--- config.mk ---
export PLATFORM = sky130hd
export DESIGN_NAME = rf_wb_arbiter
export DESIGN_NICKNAME = d
export VERILOG_FILES = /design/src/rtl/rf_wb_arbiter_pkg.sv /design/src/rtl/rf_wb_arbiter_rr_arbiter.sv /design/src/rtl/rf_wb_arbiter.sv
export SDC_FILE = /design/constraint.sdc
export NUM_CORES = 1
export LEC_CHECK = 0
export BUFFER_PORTS_ARGS = -buffer_cell sky130_fd_sc_hd__buf_2
export CAP_MARGIN = 20
export CORE_UTILIZATION = 41
export DETAILED_ROUTE_END_ITERATION = 6
export GPL_TIMING_DRIVEN = 0
export MAX_ROUTING_LAYER = met4
export PLACE_DENSITY = 0.93
export SYNTH_ARGS = -nofsm -noshare
export SYNTH_HDL_FRONTEND = slang
export SYNTH_SLANG_ARGS = --single-unit
--- constraint.sdc ---
create_clock -name clk -period 2.5 [get_ports clk]
set_clock_uncertainty 0.15 [all_clocks]
set_input_delay 0.625 -clock clk [delete_from_list [all_inputs] [get_ports clk]]
set_output_delay 0.625 -clock clk [all_outputs]
set_load 0.005 [all_outputs]
--- src/rtl/rf_wb_arbiter_pkg.sv ---
// rf_wb_arbiter_pkg
//   Shared types and constants for the register-file writeback arbiter.
//   The width and requester-index macros normally come from the core-wide
//   xgriscv_defines.v. The guarded defaults below keep this slice
//   self-contained. If the shared defines are read first, their values
//   take precedence.
//
//   Macros supplied or expected:
//     XLEN, RFIDX_WIDTH, ADDR_SIZE   datapath widths
//     WBREQ_PIPE/LSU/MDU             requester index constants
//     WBARB_NREQ                     default requester count

`ifndef XLEN
`define XLEN 32
`endif
`ifndef RFIDX_WIDTH
`define RFIDX_WIDTH 5
`endif
`ifndef ADDR_SIZE
`define ADDR_SIZE 32
`endif
`ifndef WBREQ_PIPE
`define WBREQ_PIPE 0
`endif
`ifndef WBREQ_LSU
`define WBREQ_LSU 1
`endif
`ifndef WBREQ_MDU
`define WBREQ_MDU 2
`endif
`ifndef WBARB_NREQ
`define WBARB_NREQ 2
`endif

package rf_wb_arbiter_pkg;

  localparam int XLEN_W  = `XLEN;
  localparam int RFIDX_W = `RFIDX_WIDTH;
  localparam int ADDR_W  = `ADDR_SIZE;

  localparam int NREQ_MIN = 2;
  localparam int NREQ_MAX = 4;

  localparam int STAT_W = 32;

  // Symbolic names for the requester slots. The order fixes the
  // tie-break order right after reset, when the pointer is zero.
  typedef enum logic [1:0] {
    WB_SRC_PIPE = 2'(`WBREQ_PIPE),
    WB_SRC_LSU  = 2'(`WBREQ_LSU),
    WB_SRC_MDU  = 2'(`WBREQ_MDU)
  } wb_src_e;

  // Contents of the single registered output stage.
  typedef struct packed {
    logic               write;
    logic [RFIDX_W-1:0] waddr;
    logic [XLEN_W-1:0]  wdata;
    logic [ADDR_W-1:0]  pc;
  } wb_entry_t;

  // Index of the slot after idx, wrapping modulo n.
  function automatic int rr_next(input int idx, input int n);
    return (idx + 1) % n;
  endfunction

endpackage

--- src/rtl/rf_wb_arbiter_rr_arbiter.sv ---
// rr_arbiter
//   NREQ-wide round-robin priority picker. Scanning starts at ptr and
//   wraps modulo NREQ. The first valid slot found wins. The module holds
//   no state, so the owner keeps and advances the pointer.
//
//   Ports:
//     ptr        in   PTR_W  slot with the highest priority this cycle
//     valid      in   NREQ   request vector
//     grant      out  NREQ   one-hot grant, zero when nothing is valid
//     grant_idx  out  PTR_W  index of the granted slot (0 when none)
//     any        out  1      some slot was granted

module rr_arbiter #(
  parameter  int NREQ  = 2,
  localparam int PTR_W = (NREQ > 1) ? $clog2(NREQ) : 1
) (
  input  logic [PTR_W-1:0] ptr,
  input  logic [NREQ-1:0]  valid,
  output logic [NREQ-1:0]  grant,
  output logic [PTR_W-1:0] grant_idx,
  output logic             any
);

  logic [PTR_W-1:0] idx;

  always_comb begin
    grant     = '0;
    grant_idx = '0;
    any       = 1'b0;
    idx       = '0;
    for (int k = 0; k < NREQ; k++) begin
      idx = PTR_W'((int'(ptr) + k) % NREQ);
      if (!any && valid[idx]) begin
        any       = 1'b1;
        grant[idx] = 1'b1;
        grant_idx = idx;
      end
    end
  end

endmodule

--- src/rtl/rf_wb_arbiter.sv ---
// rf_wb_arbiter
//   Shares the single register-file write port between NREQ writeback
//   requesters, for example the pipeline WB stage, the LSU and the MDU.
//   Arbitration is round-robin, and each requester has a valid/ready
//   handshake. The winning write is held in one registered stage that
//   feeds the regfile directly. The regfile captures on the negedge of
//   the same cycle, so this stage drains every cycle and never needs
//   back-pressure. A write to x0 completes its handshake but never
//   raises rf_write.
//
//   Ports:
//     clk        in   1                  core clock
//     reset      in   1                  synchronous, active-high
//     flush      in   1                  kills the output stage, blocks grants
//     req_valid  in   NREQ               per-requester pending write
//     req_ready  out  NREQ               one-hot grant (combinational)
//     req_rd     in   NREQ*RFIDX_WIDTH   packed destination indices
//     req_data   in   NREQ*XLEN          packed write data
//     req_pc     in   NREQ*ADDR_SIZE     packed producer pc
//     rf_write   out  1                  regfile write enable
//     rf_waddr   out  RFIDX_WIDTH        regfile write address
//     rf_wdata   out  XLEN               regfile write data
//     rf_pc      out  ADDR_SIZE          pc for the regfile trace
//     grant_id   out  PTR_W              owner of the current output entry
//   With RF_WB_ARBITER_STATS_EN defined, these ports are added:
//     stat_sel   in   PTR_W              selects a stall counter
//     stat_count out  32                 saturating cycles-waited count

module rf_wb_arbiter
  import rf_wb_arbiter_pkg::*;
#(
  parameter  int NREQ  = `WBARB_NREQ,
  localparam int PTR_W = (NREQ > 1) ? $clog2(NREQ) : 1
) (
  input  logic                          clk,
  input  logic                          reset,
  input  logic                          flush,
  input  logic [NREQ-1:0]               req_valid,
  output logic [NREQ-1:0]               req_ready,
  input  logic [NREQ*`RFIDX_WIDTH-1:0]  req_rd,
  input  logic [NREQ*`XLEN-1:0]         req_data,
  input  logic [NREQ*`ADDR_SIZE-1:0]    req_pc,
  output logic                          rf_write,
  output logic [`RFIDX_WIDTH-1:0]       rf_waddr,
  output logic [`XLEN-1:0]              rf_wdata,
  output logic [`ADDR_SIZE-1:0]         rf_pc,
  output logic [PTR_W-1:0]              grant_id
`ifdef RF_WB_ARBITER_STATS_EN
  ,
  input  logic [PTR_W-1:0]              stat_sel,
  output logic [STAT_W-1:0]             stat_count
`endif
);

  logic [PTR_W-1:0]   rr_ptr;
  logic [NREQ-1:0]    arb_grant;
  logic [PTR_W-1:0]   arb_idx;
  logic               arb_any;
  logic               xfer;

  logic [RFIDX_W-1:0] sel_rd;
  logic [XLEN_W-1:0]  sel_data;
  logic [ADDR_W-1:0]  sel_pc;

  wb_entry_t          out_q;
  logic [PTR_W-1:0]   gid_q;

  rr_arbiter #(.NREQ(NREQ)) u_rr (
    .ptr       (rr_ptr),
    .valid     (req_valid),
    .grant     (arb_grant),
    .grant_idx (arb_idx),
    .any       (arb_any)
  );

  // Reset and flush both block the handshake. While reset is high,
  // rr_ptr may still hold an old value, so the grant has to be masked
  // here and not only in the register.
  assign req_ready = (reset || flush) ? '0 : arb_grant;
  assign xfer      = arb_any && !reset && !flush;

  always_comb begin
    sel_rd   = '0;
    sel_data = '0;
    sel_pc   = '0;
    for (int i = 0; i < NREQ; i++) begin
      if (arb_idx == PTR_W'(i)) begin
        sel_rd   = req_rd[i*RFIDX_W +: RFIDX_W];
        sel_data = req_data[i*XLEN_W +: XLEN_W];
        sel_pc   = req_pc[i*ADDR_W +: ADDR_W];
      end
    end
  end

  // When no transfer happens, address, data and pc keep their last
  // values. Only the write enable drops.
  always_ff @(posedge clk) begin
    if (reset) begin
      out_q  <= '0;
      gid_q  <= '0;
      rr_ptr <= '0;
    end else if (xfer) begin
      out_q.write <= (sel_rd != '0);
      out_q.waddr <= sel_rd;
      out_q.wdata <= sel_data;
      out_q.pc    <= sel_pc;
      gid_q       <= arb_idx;
      rr_ptr      <= PTR_W'(rr_next(int'(arb_idx), NREQ));
    end else begin
      out_q.write <= 1'b0;
    end
  end

  assign rf_write = out_q.write;
  assign rf_waddr = out_q.waddr;
  assign rf_wdata = out_q.wdata;
  assign rf_pc    = out_q.pc;
  assign grant_id = gid_q;

`ifdef RF_WB_ARBITER_STATS_EN
  logic [STAT_W-1:0] stat_cnt [NREQ];

  // Counts cycles that a requester waits. Flush cycles count as waits
  // because the requester is still holding valid.
  always_ff @(posedge clk) begin
    if (reset) begin
      for (int i = 0; i < NREQ; i++) stat_cnt[i] <= '0;
    end else begin
      for (int i = 0; i < NREQ; i++) begin
        if (req_valid[i] && !req_ready[i] && (stat_cnt[i] != '1))
          stat_cnt[i] <= stat_cnt[i] + 1'b1;
      end
    end
  end

  always_comb begin
    stat_count = '0;
    for (int i = 0; i < NREQ; i++) begin
      if (stat_sel == PTR_W'(i)) stat_count = stat_cnt[i];
    end
  end
`endif

endmodule

# Word-level counts from Yosys, hierarchy flattened
# Index checks and enable logic that the tools add are counted.
dict set report classes {
  addsub 2
  magnitude_cmp 4
  n_mux 18
  bitwise 2
  n_reduce_logical 11
}
# operator count
set ops {}
lappend ops {{2-to-1 mux 32 bit} 2}
lappend ops {{2-to-1 mux 1 bit} 10}
lappend ops {{2-to-1 mux 2 bit} 3}
lappend ops {{logical AND 1 bit} 5}
lappend ops {{2-to-1 mux 5 bit} 1}
lappend ops {{nonzero test 5 bit} 1}
lappend ops {{< comparator 1 x 2 -> 1 bit, second input constant} 2}
lappend ops {{logical NOT 1 bit} 3}
lappend ops {{adder 1 bit, second input constant} 2}
lappend ops {{demux 1 bit (select 1 bit)} 2}
lappend ops {{greater-or-equal comparator 1 bit, second input constant} 2}
lappend ops {{OR 2 bit} 1}
lappend ops {{OR reduction 2 bit} 1}
lappend ops {{logical OR 1 bit} 1}
lappend ops {{NOT 1 bit} 1}
dict set report word_totals {
  regBits 72
  in_bits 143
  output_inout_bits 73
  wordCells 43
}

# Logic depth before layout (Yosys ltp)
dict set report logic_depth {
  ltp_word 10
  mapped_depth 7
  depth_no_buf 3
}

# Cells and area by module
# From an unflattened synthesis, not the netlist that was laid out.
dict set report unflattened {
  cells_unflattened 330
  area_unflattened_um2 3209.3
}
# module n_inst cells_each area_each_um2 seq_area_each_um2
set modules_own_cells {}
lappend modules_own_cells {rf_wb_arbiter 1 325 3176.8 1441.4}
lappend modules_own_cells {rr_arbiter 1 5 32.5 0.0}

# Worst setup path after synthesis
# No wires, ideal clock.
dict set report synth_timing {
  kind {in2out}
  start {in reset}
  end {out req_ready[0]}
  arrival_ps 1448
  t_required_ps 1725
  slack_ps 277
  stages 6
  n_path_buf 4
  cell_sequence {buf_4 nor2_1 buf_6 and3_1 buf_6 buf_6}
}
dict set report synth_via {
  elab_chain_cells 2
}
# element line_no
set synth_lines {}
lappend synth_lines {{start, declared} rf_wb_arbiter.sv:36} ;# input logic reset,
lappend synth_lines {{logical OR 1 bit} rf_wb_arbiter.sv:79} ;# assign req_ready = (reset || flush) ? '0 : arb_grant;
lappend synth_lines {{2-to-1 mux 2 bit} rf_wb_arbiter.sv:79}
lappend synth_lines {{end, declared} rf_wb_arbiter.sv:39} ;# output logic [NREQ-1:0] req_ready,
# No other way between the ends.

# Worst setup path after layout
# Same ends and word-level chain as after synthesis.

==> impl_metrics.toml <==
[place]
gp_congestion = 0.8107
port_buffers = 213
hpwl_um = 7583

[clock_network]
htreeDepth = 3
cts.clk_slew.worst_paths_ns = 0.07
cts-root-buf = "clkbuf_8"
clock_sinks = 72
cts_buffer_depth = 2
clk_latency_ns = 0.33
tritoncts = "done"
numCtsBuffers = 9
ctsHoldBuffers = 0

[floorplan]
die_w_um = 87.64
fp.dieArea_um2 = 7680
ios = 216
die_y_um = 87.64
initial_utilization_pct = 43.30
rows = 30
core_area_um2 = 6944

[route]
drtIter0Drc = 181
via_per_inst = 5.481
firstDrtPassIters = 7
ant_nets = 0
drc = 0
topRoutingLayerUsed = "met4"
num_vias = 3272
met1_length_um = 3950
met2_length_um = 5081
wire_per_inst_um = 16.46
met3_length_um = 682
wl_um = 9827

[sta]
finalHoldViolCount = 0
relSlewSlack_pct = 63.47
setup_viol = 0
timing.fmax_ghz = 0.4266
slew_viol_final = 0
tightest_slew_ns = 0.5480
rsz0062_at_grt = "no"
fin_crit_ns = 2.344
fin_setup_tns_ns = 0
finalCritPeriodShare_pct = 93.77

[pwr]
ir_drop_mv = 0.2618
p_leak_nw = 2.128
power_density_nw_per_um2 = 600.7

[synthesis]
yosysWarningCount = 0
ys.flop_type = "dfxtp_1"
ys_ff_latch = 72
synth_top_area_share_pct = 47.94
synth_common_cells = "72 x dfxtp_1, 66 x a221o_1, 64 x nor3b_1"
yosysUniqueCellTypes = 23
synth_nets = 415
yosysMostFrequentCell = "dfxtp_1"
syn-cell-area_um2 = 3007
synth_edf_count = 0
ys_seq_area_share_pct = 47.94
yosys-top-cells-area = "dfxtp_1 48%, a221o_1 22%, nor3b_1 16%, buf_6 3.4%, clkbuf_1 2.0%"
async_reset_ff_share_pct = 0
netlist_instances = 272
avgSynthCellArea_um2 = 11.05
yosys.area.top_type = "dfxtp_1"

[critical_path]
worstPathArrival_ns = 1.57
crit_type = "input pin to output pin"
crit_required_ns = 1.73
r2r_slack_ns = 0.69
crit_fanout = 16
startpoint_type = "input pin"
crit_path_end_kind = "output pin"

[final_layout]
nets = 638
drive_gt1_share_pct = 49.00
final_core_util_pct = 63.17
fillers = 583
area_growth_pct = 45.90

[grt]
antenna_found_initial = 1
grt_pass1_vias = 3146
track_usage_pct = 25.99
overflow = 0
grt_max_degree = 12
grt_pass1_wl_um = 14800

[job]
cap_violations = 0

[status]
status = "completed"

[worst_hold_path]
hp-class = "flop to flop"
layout by cell type (no fill, tap or decap):
cell       instances
nand2b_1           1
clkbuf_8          11
inv_1              1
dfxtp_1           72
a41oi_1            3
bufinv_16          1
diode_2            1
nor2_1             3
and3_1             2
clkbuf_2           1
nor3_1             3
clkbuf_1          17
nor2_2             1
a22o_1             1
buf_4              3
a21oi_1            4
clkinv_2           2
nand3_1            3
a21o_1             1
and4_1             2
o21ba_1            1
nor2b_1            4
nor3b_1           64
buf_2            218
nand2_1            3
buf_6              8
a221o_1           66
o21ai_0            3
or2_1              1
power breakdown:
group          leakage [nW]  switching (mW)  internal [mW]
Clock                 0.103           0.414          0.514
Sequential            0.592          0.0365           1.23
Combinational          1.43           0.195          0.245
critical path, cell delays in order:
cell    delay, ns
buf_4        0.15
nor2_2       0.14
buf_6        0.14
and3_1       0.17
buf_6        0.20
buf_2        0.14
stage by stage:
stage / cell area [um2] / hold slack [ns] / total power, mW / std cells / worst slack, ns
2_1_floorplan: 3007 / 0.3126 / 1.488 / 272 / 0.2769
3_3_place_gp: 4193 / 0.3242 / 1.716 / 581 / 0.02927
3_5_place_dp: 4193 / 0.3113 / 1.734 / 581 / -0.02348
4_1_cts: 4393 / 0.3387 / 2.657 / 597 / 0.01884
5_1_grt: 4387 / 0.3445 / 2.763 / 597 / 0.05561
6_report: 4387 / 0.3381 / 2.635 / 597 / 0.1558
cell type report:
cell class                      count  area, um2  share of cell area [%]
Multi-Input combinational cell    166       1355                   30.89
Clock buffer                       13      158.9                   3.622
Timing Repair Buffer              213       1066                   24.30
Sequential cell                    72       1441                   32.86
Clock inverter                      3      40.04                  0.9127
Buffer                             32      198.9                   4.535
Inverter                            1      3.754                 0.08557
Tap cell                           96      120.1                   2.738
Antenna cell                        1      2.502                 0.05705
kinds of logic (layout without fill, tap and decap cells):
group	Yosys count	in the layout	share of synthesized area (%)
simple gates	87	87	20.10
compound gates	79	79	24.89
flops	72	72	47.94
buf+inv	34	262	7.074
other cells	0	1	0
flip-flops by register name (all words and copies together), names as in the netlist:
register  flops
rr_ptr        1
rf_write      1
rf_wdata     32
rf_pc        32
rf_waddr      5
grant_id      1
final timing paths:
check                 end        start  cells past startpoint
max          req_ready[0]        reset                      6
min           rf_waddr[0]  rf_waddr[0]                      1
min reg2reg   rf_waddr[0]  rf_waddr[0]                      1
max reg2reg  rf_wdata[11]       rr_ptr                      5
per-layer routing:
| metal | global-route usage, % | vias to the layer above |
|---|---|---|
| met5 | - | - |
| met2 | 47.37 | 162 |
| met3 | 5.184 | 13 |
| li1 | - | 1539 |
| met1 | 28.26 | 1558 |
| met4 | 8.197 | 0 |
timing repair:
action,CTS,global route
buffers inserted,0,0
setup endpoints to repair,1,1
gates resized for setup,1,1
cloned,0,0
No activity file was read; power rests on OpenSTA's default activity.
